`src/rtl/i2c_slave_mem_pkg.sv`:
```
// Shared definitions for the I2C memory target: FSM encoding, ACK levels
// and the position of the R/W bit in the device-address byte.
package i2c_pkg;

  typedef logic [3:0] state_t;

  localparam state_t ST_IDLE      = 4'd0;
  localparam state_t ST_DEV       = 4'd1;
  localparam state_t ST_DEV_ACK   = 4'd2;
  localparam state_t ST_AHI       = 4'd3;
  localparam state_t ST_AHI_ACK   = 4'd4;
  localparam state_t ST_ALO       = 4'd5;
  localparam state_t ST_ALO_ACK   = 4'd6;
  localparam state_t ST_WDATA     = 4'd7;
  localparam state_t ST_WDATA_ACK = 4'd8;
  localparam state_t ST_RDATA     = 4'd9;
  localparam state_t ST_RDATA_ACK = 4'd10;
  localparam state_t ST_WAIT_STOP = 4'd11;

  localparam logic ACK  = 1'b0;
  localparam logic NACK = 1'b1;

  localparam int unsigned RW_BIT = 0;

endpackage

```
`src/rtl/i2c_slave_mem_if.sv`:
```
// Synchronous byte-wide memory port; the I2C target is the master side,
// the memory array is the slave side.
interface i2c_slave_mem_if #(
  parameter int unsigned ADDR_W = 16
);
  logic [ADDR_W-1:0] mem_addr;
  logic [7:0]        mem_wdata;
  logic              mem_we;
  logic              mem_re;
  logic [7:0]        mem_rdata;

  modport master (output mem_addr, mem_wdata, mem_we, mem_re, input mem_rdata);
  modport slave  (input mem_addr, mem_wdata, mem_we, mem_re, output mem_rdata);
endinterface

```
`src/rtl/i2c_line_sync.sv`:
```
// Synchronizes SCL/SDA into the system clock and derives single-cycle
// SCL edge, START and STOP events from one history flop per line.
module i2c_line_sync #(
  parameter int unsigned SYNC_STAGES = 2
) (
  input  logic clk,
  input  logic rst_n,
  input  logic scl_i,
  input  logic sda_i,
  output logic sda_o,
  output logic scl_rise_o,
  output logic scl_fall_o,
  output logic start_o,
  output logic stop_o
);
  logic [SYNC_STAGES-1:0] scl_sync_q, sda_sync_q;
  logic                   scl_hist_q, sda_hist_q;
  logic                   scl_s, sda_s;

  assign scl_s = scl_sync_q[SYNC_STAGES-1];
  assign sda_s = sda_sync_q[SYNC_STAGES-1];

  // Synchronizer chains and history flops; idle bus level is high.
  always_ff @(posedge clk or negedge rst_n) begin
    if (!rst_n) begin
      scl_sync_q <= '1;
      sda_sync_q <= '1;
      scl_hist_q <= 1'b1;
      sda_hist_q <= 1'b1;
    end else begin
      scl_sync_q <= (scl_sync_q << 1) | SYNC_STAGES'(scl_i);
      sda_sync_q <= (sda_sync_q << 1) | SYNC_STAGES'(sda_i);
      scl_hist_q <= scl_s;
      sda_hist_q <= sda_s;
    end
  end

  assign sda_o      = sda_s;
  assign scl_rise_o = ~scl_hist_q & scl_s;
  assign scl_fall_o = scl_hist_q & ~scl_s;
  assign start_o    = scl_hist_q & scl_s & sda_hist_q & ~sda_s;
  assign stop_o     = scl_hist_q & scl_s & ~sda_hist_q & sda_s;

endmodule

```
`src/rtl/i2c_slave_mem.sv`:
```
// EEPROM-style I2C target: bridges random/sequential reads and page writes
// from the bus onto a synchronous memory port. No clock stretching.
module i2c_slave_mem
  import i2c_pkg::*;
#(
  parameter int unsigned ADDR_W      = 16,
  parameter logic [3:0]  DEV_ID      = 4'b1010,
  parameter int unsigned PAGE_BITS   = 5,
  parameter int unsigned SYNC_STAGES = 2
) (
  input  logic            clk,
  input  logic            rst_n,
  input  logic [2:0]      dev_sel,
  input  logic            scl_i,
  input  logic            sda_i,
  output logic            sda_oe,
  output logic            busy,
  i2c_slave_mem_if.master mem
);
  state_t            state_q, state_d;
  logic [3:0]        bit_cnt_q, bit_cnt_d;
  logic [7:0]        shift_q, shift_d;
  logic [7:0]        addr_hi_q, addr_hi_d;
  logic [ADDR_W-1:0] ptr_q, ptr_d;
  logic              rw_q, rw_d;
  logic              sda_oe_q, sda_oe_d;
  logic              busy_q, busy_d;
  logic [ADDR_W-1:0] mem_addr_q, mem_addr_d;
  logic [7:0]        mem_wdata_q, mem_wdata_d;
  logic              mem_we_q, mem_we_d;
  logic              mem_re_q, mem_re_d;
  logic              rd_pend_q, rd_pend_d;

  logic              sda_s, scl_rise_s, scl_fall_s, start_s, stop_s;
  logic              match_s;
  logic [15:0]       addr_full_s;
  logic [ADDR_W-1:0] ptr_inc_s, ptr_page_inc_s;
  logic [7:0]        rx_byte_s;

  i2c_line_sync #(.SYNC_STAGES(SYNC_STAGES)) u_sync (
    .clk        (clk),
    .rst_n      (rst_n),
    .scl_i      (scl_i),
    .sda_i      (sda_i),
    .sda_o      (sda_s),
    .scl_rise_o (scl_rise_s),
    .scl_fall_o (scl_fall_s),
    .start_o    (start_s),
    .stop_o     (stop_s)
  );

  assign match_s        = (shift_q[7:4] == DEV_ID) && (shift_q[3:1] == dev_sel);
  assign addr_full_s    = {addr_hi_q, shift_q};
  assign ptr_inc_s      = ptr_q + ADDR_W'(1);
  assign ptr_page_inc_s = {ptr_q[ADDR_W-1:PAGE_BITS], ptr_q[PAGE_BITS-1:0] + PAGE_BITS'(1)};
  assign rx_byte_s      = {shift_q[6:0], sda_s};

  // Transaction FSM; read data is prefetched on the ACK-bit rise so the MSB
  // is ready to drive on the very next SCL fall.
  always_comb begin
    state_d     = state_q;
    bit_cnt_d   = bit_cnt_q;
    shift_d     = rd_pend_q ? mem.mem_rdata : shift_q;
    addr_hi_d   = addr_hi_q;
    ptr_d       = ptr_q;
    rw_d        = rw_q;
    sda_oe_d    = sda_oe_q;
    busy_d      = busy_q;
    mem_addr_d  = mem_addr_q;
    mem_wdata_d = mem_wdata_q;
    mem_we_d    = 1'b0;
    mem_re_d    = 1'b0;
    rd_pend_d   = 1'b0;
    if (stop_s) begin
      state_d   = ST_IDLE;
      sda_oe_d  = 1'b0;
      busy_d    = 1'b0;
      bit_cnt_d = 4'd0;
    end else if (start_s) begin
      state_d   = ST_DEV;
      sda_oe_d  = 1'b0;
      bit_cnt_d = 4'd0;
    end else begin
      case (state_q)
        ST_DEV, ST_AHI, ST_ALO, ST_WDATA: begin
          if (scl_rise_s && (bit_cnt_q < 4'd8)) begin
            shift_d   = rx_byte_s;
            bit_cnt_d = bit_cnt_q + 4'd1;
            if ((state_q == ST_WDATA) && (bit_cnt_q == 4'd7)) begin
              mem_we_d    = 1'b1;
              mem_addr_d  = ptr_q;
              mem_wdata_d = rx_byte_s;
              ptr_d       = ptr_page_inc_s;
            end else begin
              mem_we_d = 1'b0;
            end
          end else if (scl_fall_s && (bit_cnt_q == 4'd8)) begin
            bit_cnt_d = 4'd0;
            sda_oe_d  = 1'b1;
            case (state_q)
              ST_DEV: begin
                if (match_s) begin
                  state_d = ST_DEV_ACK;
                  busy_d  = 1'b1;
                  rw_d    = shift_q[RW_BIT];
                end else begin
                  state_d  = ST_WAIT_STOP;
                  sda_oe_d = 1'b0;
                  busy_d   = 1'b0;
                end
              end
              ST_AHI: begin
                state_d   = ST_AHI_ACK;
                addr_hi_d = shift_q;
              end
              ST_ALO:  state_d = ST_ALO_ACK;
              default: state_d = ST_WDATA_ACK;
            endcase
          end else begin
            state_d = state_q;
          end
        end
        ST_DEV_ACK, ST_AHI_ACK, ST_ALO_ACK, ST_WDATA_ACK: begin
          if (scl_rise_s && (state_q == ST_DEV_ACK) && rw_q) begin
            mem_re_d   = 1'b1;
            mem_addr_d = ptr_q;
            rd_pend_d  = 1'b1;
          end else if (scl_fall_s) begin
            sda_oe_d = 1'b0;
            case (state_q)
              ST_DEV_ACK: begin
                if (rw_q) begin
                  state_d   = ST_RDATA;
                  sda_oe_d  = ~shift_q[7];
                  shift_d   = {shift_q[6:0], 1'b0};
                  bit_cnt_d = 4'd1;
                end else begin
                  state_d = ST_AHI;
                end
              end
              ST_AHI_ACK: state_d = ST_ALO;
              ST_ALO_ACK: begin
                state_d = ST_WDATA;
                ptr_d   = addr_full_s[ADDR_W-1:0];
              end
              default: state_d = ST_WDATA;
            endcase
          end else begin
            state_d = state_q;
          end
        end
        ST_RDATA: begin
          if (scl_fall_s && (bit_cnt_q == 4'd8)) begin
            sda_oe_d  = 1'b0;
            bit_cnt_d = 4'd0;
            state_d   = ST_RDATA_ACK;
          end else if (scl_fall_s) begin
            sda_oe_d  = ~shift_q[7];
            shift_d   = {shift_q[6:0], 1'b0};
            bit_cnt_d = bit_cnt_q + 4'd1;
          end else begin
            state_d = state_q;
          end
        end
        ST_RDATA_ACK: begin
          if (scl_rise_s) begin
            ptr_d = ptr_inc_s;
            if (sda_s == NACK) begin
              state_d = ST_WAIT_STOP;
            end else begin
              mem_re_d   = 1'b1;
              mem_addr_d = ptr_inc_s;
              rd_pend_d  = 1'b1;
            end
          end else if (scl_fall_s) begin
            state_d   = ST_RDATA;
            sda_oe_d  = ~shift_q[7];
            shift_d   = {shift_q[6:0], 1'b0};
            bit_cnt_d = 4'd1;
          end else begin
            state_d = state_q;
          end
        end
        ST_IDLE, ST_WAIT_STOP: state_d = state_q;
        default:               state_d = ST_IDLE;
      endcase
    end
  end

  // State and output registers.
  always_ff @(posedge clk or negedge rst_n) begin
    if (!rst_n) begin
      state_q     <= ST_IDLE;
      bit_cnt_q   <= 4'd0;
      shift_q     <= 8'd0;
      addr_hi_q   <= 8'd0;
      ptr_q       <= '0;
      rw_q        <= 1'b0;
      sda_oe_q    <= 1'b0;
      busy_q      <= 1'b0;
      mem_addr_q  <= '0;
      mem_wdata_q <= 8'd0;
      mem_we_q    <= 1'b0;
      mem_re_q    <= 1'b0;
      rd_pend_q   <= 1'b0;
    end else begin
      state_q     <= state_d;
      bit_cnt_q   <= bit_cnt_d;
      shift_q     <= shift_d;
      addr_hi_q   <= addr_hi_d;
      ptr_q       <= ptr_d;
      rw_q        <= rw_d;
      sda_oe_q    <= sda_oe_d;
      busy_q      <= busy_d;
      mem_addr_q  <= mem_addr_d;
      mem_wdata_q <= mem_wdata_d;
      mem_we_q    <= mem_we_d;
      mem_re_q    <= mem_re_d;
      rd_pend_q   <= rd_pend_d;
    end
  end

  assign sda_oe        = sda_oe_q;
  assign busy          = busy_q;
  assign mem.mem_addr  = mem_addr_q;
  assign mem.mem_wdata = mem_wdata_q;
  assign mem.mem_we    = mem_we_q;
  assign mem.mem_re    = mem_re_q;

endmodule

```
`src/flat_wrapper.sv`:
```
// flat-port wrapper written by rule: the top's interface ports become plain ports
module i2c_slave_mem_flat import i2c_pkg::*;
#(
  parameter int unsigned ADDR_W      = 16,
  parameter logic [3:0]  DEV_ID      = 4'b1010,
  parameter int unsigned PAGE_BITS   = 5,
  parameter int unsigned SYNC_STAGES = 2
)
  (clk, rst_n, dev_sel, scl_i, sda_i, sda_oe, busy, mem_mem_addr, mem_mem_wdata, mem_mem_we, mem_mem_re, mem_mem_rdata);
  i2c_slave_mem_if #(.ADDR_W(ADDR_W)) mem_i ();
  input  logic clk;
  input  logic rst_n;
  input  logic [2:0] dev_sel;
  input  logic scl_i;
  input  logic sda_i;
  output logic sda_oe;
  output logic busy;
  output wire logic [$bits(mem_i.mem_addr)-1:0] mem_mem_addr;
  output wire logic [$bits(mem_i.mem_wdata)-1:0] mem_mem_wdata;
  output wire logic [$bits(mem_i.mem_we)-1:0] mem_mem_we;
  output wire logic [$bits(mem_i.mem_re)-1:0] mem_mem_re;
  input wire logic [$bits(mem_i.mem_rdata)-1:0] mem_mem_rdata;
  assign mem_mem_addr = mem_i.mem_addr;
  assign mem_mem_wdata = mem_i.mem_wdata;
  assign mem_mem_we = mem_i.mem_we;
  assign mem_mem_re = mem_i.mem_re;
  assign mem_i.mem_rdata = mem_mem_rdata;
  i2c_slave_mem #(.ADDR_W(ADDR_W), .DEV_ID(DEV_ID), .PAGE_BITS(PAGE_BITS), .SYNC_STAGES(SYNC_STAGES)) u_core (.clk(clk), .rst_n(rst_n), .dev_sel(dev_sel), .scl_i(scl_i), .sda_i(sda_i), .sda_oe(sda_oe), .busy(busy), .mem(mem_i));
endmodule
```
`config.mk`:
```
export PLATFORM = sky130hd
export DESIGN_NAME = i2c_slave_mem_flat
export DESIGN_NICKNAME = d
export VERILOG_FILES = /design/src/rtl/i2c_slave_mem_pkg.sv /design/src/rtl/i2c_slave_mem_if.sv /design/src/rtl/i2c_line_sync.sv /design/src/rtl/i2c_slave_mem.sv /design/src/flat_wrapper.sv
export SDC_FILE = /design/constraint.sdc
export NUM_CORES = 1
export LEC_CHECK = 0
export BUFFER_PORTS_ARGS = -buffer_cell sky130_fd_sc_hd__buf_2
export CORE_UTILIZATION = 35
export DETAILED_ROUTE_END_ITERATION = 10
export PLACE_DENSITY_LB_ADDON = 0.12
export SYNTH_ARGS = -nofsm -noshare
export SYNTH_HDL_FRONTEND = slang
export SYNTH_HIERARCHICAL = 1
export SYNTH_SLANG_ARGS = --single-unit
```
`constraint.sdc`:
```
create_clock -name clk -period 4.4 [get_ports clk]
set_clock_uncertainty 0.1 [all_clocks]
set_input_delay 0.66 -clock clk [delete_from_list [all_inputs] [get_ports clk]]
set_output_delay 0.66 -clock clk [all_outputs]
set_load 0.01 [all_outputs]
```
Yosys cells after proc, flatten, opt, wreduce, memory -nomap -nowiden --
Index checks and enable logic that the tools add are counted.
Word-level totals: bits in registers 75, memories 0, latch bits 0, ROM bits 0, bits in writable memories 0, output and inout port bits 28, input port bits 15, word-level logic and storage cells 188
Cells by class: bitwise operators 18, $mul 0, $add $sub $neg 3, magnitude comparators 1, divide/modulo/power cells 0, shift operators 0, reductions and logical operators 26, equality and inequality tests 39, mux-type cells 84
Operators with widths (count):
- 16-bit two-way mux | 10
- 4-bit two-way mux | 24
- 16-bit one-hot mux with 3 select lines | 2
- 8-bit two-way mux | 11
- 8-bit one-hot mux with 4 select lines | 1
- 1-bit two-way mux | 29
- 4-bit == test, second input constant | 6
- 4-bit by 1-bit != test with 1-bit output, second input constant | 6
- 8-bit AND reduction | 3
- 4-bit by 3-bit == test with 1-bit output, second input constant | 5
- 4-bit one-hot mux with 5 select lines | 1
- 9-bit AND reduction | 2
- 16-bit by 1-bit adder with 16-bit output, second input constant | 1
- 4-bit one-hot mux with 4 select lines | 1
- 5-bit by 1-bit != test with 1-bit output, second input constant | 3
- 2-bit by 1-bit != test with 1-bit output, second input constant | 7
- 4-bit one-hot mux with 3 select lines | 1
- 6-bit AND reduction | 2
- 5-bit AND reduction | 2
- 1-bit NOT | 9
- 4-bit by 2-bit == test with 1-bit output, second input constant | 2
- 4-bit by 2-bit != test with 1-bit output, second input constant | 2
- 4-bit one-hot mux with 2 select lines | 1
- 2-bit nonzero test | 4
- 21 further kinds | 36

Logic depth before layout (Yosys ltp) --
depth after elaboration 9, mapped depth 9, gate-level depth less buffers 7

Modules after synthesis --
The synthesis kept the hierarchy.
By module, submodules not included:
- i2c_slave_mem | seq. area each 1726.7 sq um, times used 1, area each 4211.5 sq um, cells an instance 425
- i2c_line_sync | seq. area each 157.7 sq um, times used 1, area each 190.2 sq um, cells an instance 10

Worst setup path after synthesis --
No wires, ideal clock.
path kind reg-to-reg, start register u_core.u_sync.scl_sync_q[1], end register u_core.mem_addr_q[10] (netlist: u_core/mem.mem_addr[10]), setup time 0.125 ns, arrival 2.470 ns, data required time 4.175 ns, path buffers 3, setup slack 1.705 ns, cell stages (with the launch flop) 10, period minus slack after synthesis 2.695 ns, cell sequence dfstp_2 > nor2b_1 > buf_6 > nand2b_4 > buf_6 > or4_4 > nand2_1 > nor3b_4 > buf_12 > mux2_4
Between the ends: cells in the longest elaborated chain, start to end 5, elaborated cells on any way between the ends 15, classes of those cells 3 x eq/ne; 8 x bitwise; 4 x reduce/logical
RTL lines:
- start: declaration | line i2c_line_sync.sv:16 | logic [SYNC_STAGES-1:0] scl_sync_q, sda_sync_q;
- start signal: assignment | line i2c_line_sync.sv:31 | scl_sync_q <= (scl_sync_q << 1) | SYNC_STAGES'(scl_i);
- 1-bit bitwise AND * | line i2c_line_sync.sv:39 | assign scl_rise_o = ~scl_hist_q & scl_s;
- named net u_core.scl_rise_s | line i2c_slave_mem.sv:34 | logic sda_s, scl_rise_s, scl_fall_s, start_s, stop_s;
- 1-bit logical AND (2 in series) | line i2c_slave_mem.sv:124 | if (scl_rise_s && (state_q == ST_DEV_ACK) && rw_q) begin
- 2-bit by 1-bit != test with 1-bit output (no source line)
- 8-bit AND reduction (no source line) *
- end signal: assignment | line i2c_slave_mem.sv:215 | mem_addr_q <= mem_addr_d;
- end: declaration | line i2c_slave_mem.sv:28 | logic [ADDR_W-1:0] mem_addr_q, mem_addr_d;
The timed path passes the listed nets; every way through them passes the cells marked *. A chain may end at the register's enable or synchronous reset.

Final worst setup path --
start register u_core.state_q[2], end register u_core.mem_addr_q[6] (netlist: u_core/mem.mem_addr[6])
Between the ends: cells in the longest elaborated chain, start to end 5, elaborated cells on any way between the ends 22, classes of those cells 14 x eq/ne; 1 x mux; 7 x reduce/logical
RTL lines:
- start: declaration | line i2c_slave_mem.sv:20 | state_t state_q, state_d;
- start signal: assignment | line i2c_slave_mem.sv:207 | state_q <= state_d;
- 4-bit by 2-bit == test with 1-bit output | line i2c_slave_mem.sv:84, i2c_slave_mem.sv:124
- 1-bit logical AND (2 in series) | line i2c_slave_mem.sv:124
- 2-bit by 1-bit != test with 1-bit output (no source line)
- 8-bit AND reduction (no source line)
Several ways; a longest one is shown, not always the timed one.

==> flow_summary_export.csv <==
group,metric,value,unit
final_layout,diodes,0,
worst_setup_path,crit_path_start,"u_core/state_q[2]",
placement,gp_congestion,0.819,
yosys,synth.most_common_cell,"dfrtp_1",
global_routing,grt-ovfl-total,0,
routing,drc,0,
sta,setup_viol,0,
worst_setup_path,endpoint_kind,"flop",
global_routing,antenna_found_initial,0,
worst_hold_path,holdPathStages,0,
worst_setup_path,crit_fanout,22,
clock_tree,numCtsBuffers,9,
sta,rsz0062_at_grt,"no",
yosys,yosysWarnings,6,
sta,hold_violations,0,
floorplan,rows,40,
worst_setup_path,critPathLaunchType,"flop",
floorplan,dieArea,0.0130,mm²
global_routing,grt_first_pass_wirelength,17900,µm
worst_setup_path,r2r_slack,1.32,ns
clock_tree,postCtsSetupBuffers,0,
sta,hold_slack,0.257,ns
clock_tree,cts_buffer_depth,2,
global_routing,grt_max_degree,76,
final_layout,final_nets,487,
placement,post-place-ws,1.37,ns
power_and_ir_drop,p_per_area,628,mW/mm²
power_and_ir_drop,p_sw_frac,0.400,
routing,drtIter0Drc,287,
clock_tree,clk_latency,0.34,ns
sta,setup_tns,0,ns
yosys,yosys.area.top_type,"dfrtp_1",
sta,finalCritPeriodShare,0.700,
worst_hold_path,min_path_type,"flop to flop",
clock_tree,cts_hold_buf,0,
placement,dp_hpwl,7500,µm
clock_tree,cts_resized,0,
floorplan,dieHeight,114,µm
routing,wire_per_inst,17.0,µm
sta,max_freq,325,MHz
yosys,synth_edf_count,0,
worst_setup_path,critPathArrivalTime,3.20,ns
global_routing,grt.total_usage,0.179,
clock_tree,root_buffer,"clkbuf_16",
final_layout,area_growth,15.0,%
global_routing,grt_pass1_vias,3321,
power_and_ir_drop,combinationalPowerShare,0.400,
worst_setup_path,cp_data_required_time,4.52,ns
power_and_ir_drop,power_switching,1.27,mW
yosys,synth_ff_type,"dfrtp_1",
routing,routed_wl,10900,µm
worst_setup_path,path_class,"flop to flop",
power_and_ir_drop,pwr-share-clk,0.254,
yosys,async_flop_share,1.00,
worst_setup_path,timing.rr.start,"u_core/state_q[2]",
status,status,"complete, no violations",
routing,drt_first_pass_iters,4,
final_layout,drive_above_1_share,0.275,
yosys,synthesis.area,0.00440,mm²
routing,drtAntennaViolNets,0,
yosys,avgSynthCellArea,10.1,µm²
yosys,syn_nets,454,
routing,vias_per_cell,5.43,
placement,placed_cells,625,
floorplan,initial_core_util,0.363,
yosys,synth.area.top_cells,"dfrtp_1 (39%), mux2_2 (10%), dfstp_2 (3.6%)",
floorplan,ios,43,
power_and_ir_drop,vdd_ir_drop_max,0.259,mV
clock_tree,tritoncts,"built",
power_and_ir_drop,internal_power,1.91,mW
worst_setup_path,r2r_cells,8,
flow_run,drv_cap,0,
power_and_ir_drop,leakagePower,2.30,nW
sta,slew_headroom,0.351,
sta,fin_ws,1.32,ns
routing,via_count,3480,
power_and_ir_drop,p_seq_frac,0.345,
clock_tree,htree_levels,3,
placement,port_buffers,42,
yosys,synthCells,435,
worst_hold_path,min_from,"u_core/u_sync/sda_sync_q[0]",
sta,slew_violations,0,
sta,period_minus_slack,3.08,ns
yosys,synth_top_area_frac,0.392,
yosys,synth_common_cells,"dfrtp_1 (69), mux2_2 (39), nand2_1 (31), o21ai_0 (31), nor2_1 (27)",
floorplan,core_region_area,0.0121,mm²
floorplan,fp.dieW,114,µm
yosys,ys_seq_area_frac,0.428,
clock_tree,clock_sinks,75,
clock_tree,cts.clk_slew.worst_paths,0.06,ns
sta,worstMarginPinSlew,0.974,ns
final_layout,fin_util,0.418,
yosys,synth-seq-cells,75,
final_layout,instances_no_fill,641,
yosys,ys_types,74,
-- sequential cells by signal, summed over array words and instances, names as in the netlist, 2 cells and up --
register                  flops
u_core/addr_hi_q              8
u_core/bit_cnt_q              4
u_core/mem.mem_addr          16
u_core/mem.mem_wdata          8
u_core/ptr_q                 16
u_core/shift_q                8
u_core/state_q                4
u_core/u_sync/scl_sync_q      2
u_core/u_sync/sda_sync_q      2
-- kinds of logic (layout without fill, tap and decap cells) --
family / Yosys count / count (layout) / synth area share
flops: 75 / 75 / 0.428
mux: 56 / 56 / 0.149
compound gates: 104 / 104 / 0.158
fa+ha+maj: 4 / 4 / 0.0114
simple gates: 144 / 144 / 0.184
buf+inv: 38 / 76 / 0.0418
xor+xnor: 14 / 14 / 0.0279
-- worst max-delay path, stage by stage, from the launching register on --
cell,delay [ns]
dfrtp_1,0.79
nand4bb_1,0.22
buf_4,0.24
inv_2,0.13
a21oi_1,0.15
o21ai_0,0.15
nor3b_4,0.50
buf_4,0.32
mux2_2,0.35
-- worst paths after layout --
kind,end
worst max-delay path,u_core/mem.mem_addr[6]
worst min-delay path,u_core/u_sync/sda_sync_q[1]
worst max register to register,u_core/mem.mem_addr[6]
worst min register to register,u_core/u_sync/sda_sync_q[1]
max in group asynchronous,u_core/state_q[2]
min in group asynchronous,u_core/bit_cnt_q[2]
-- power by group through the flow --
stage | registers [mW] | clock network [mW] | logic [mW]
final | 1.10 | 0.808 | 1.27
after floorplan | 0.958 | 0 | 1.09
after global routing | 1.13 | 0.858 | 1.41
after CTS | 1.10 | 0.835 | 1.27
after detailed placement | 1.11 | 0 | 1.27
after global placement | 1.10 | 0 | 1.27
-- metrics by stage --
step / area, µm² / power, mW
global placement: 4740 / 2.37
detailed placement: 4740 / 2.38
floorplan: 4400 / 2.05
CTS: 5060 / 3.21
finish: 5060 / 3.18
global route: 5060 / 3.40
-- metal layers --
metal  vias up  track usage  routed length, µm
met5         -            0                  0
met4         0       0.0762                160
met3        10       0.0339                411
met2        80        0.264               4880
met1      1714        0.256               5480
li1       1676            -                  -
-- cell type report --
cell class / count / area, µm²
Fill cell: 1210 / 7050
Clock buffer: 9 / 225
Sequential cell: 75 / 1880
Timing Repair Buffer: 48 / 258
Multi-Input combinational cell: 322 / 2340
Inverter: 12 / 45.0
Clock inverter: 7 / 98.8
Tap cell: 168 / 210
-- placed cells by master (no fill, tap or decap), types with 8 or more instances in the layout --
cell type	netlist	layout
mux2_4	9	9
o21ai_0	31	31
and3_1	8	8
a21oi_1	23	23
dfrtp_1	69	69
nand3_1	17	17
mux2_2	39	39
nor3_1	14	13
buf_2	5	41
nor2_1	27	27
inv_1	11	11
xnor2_1	9	9
clkbuf_16	0	9
nand2_1	31	31
mux2i_1	8	8
Power figures use the tool's default switching activity.
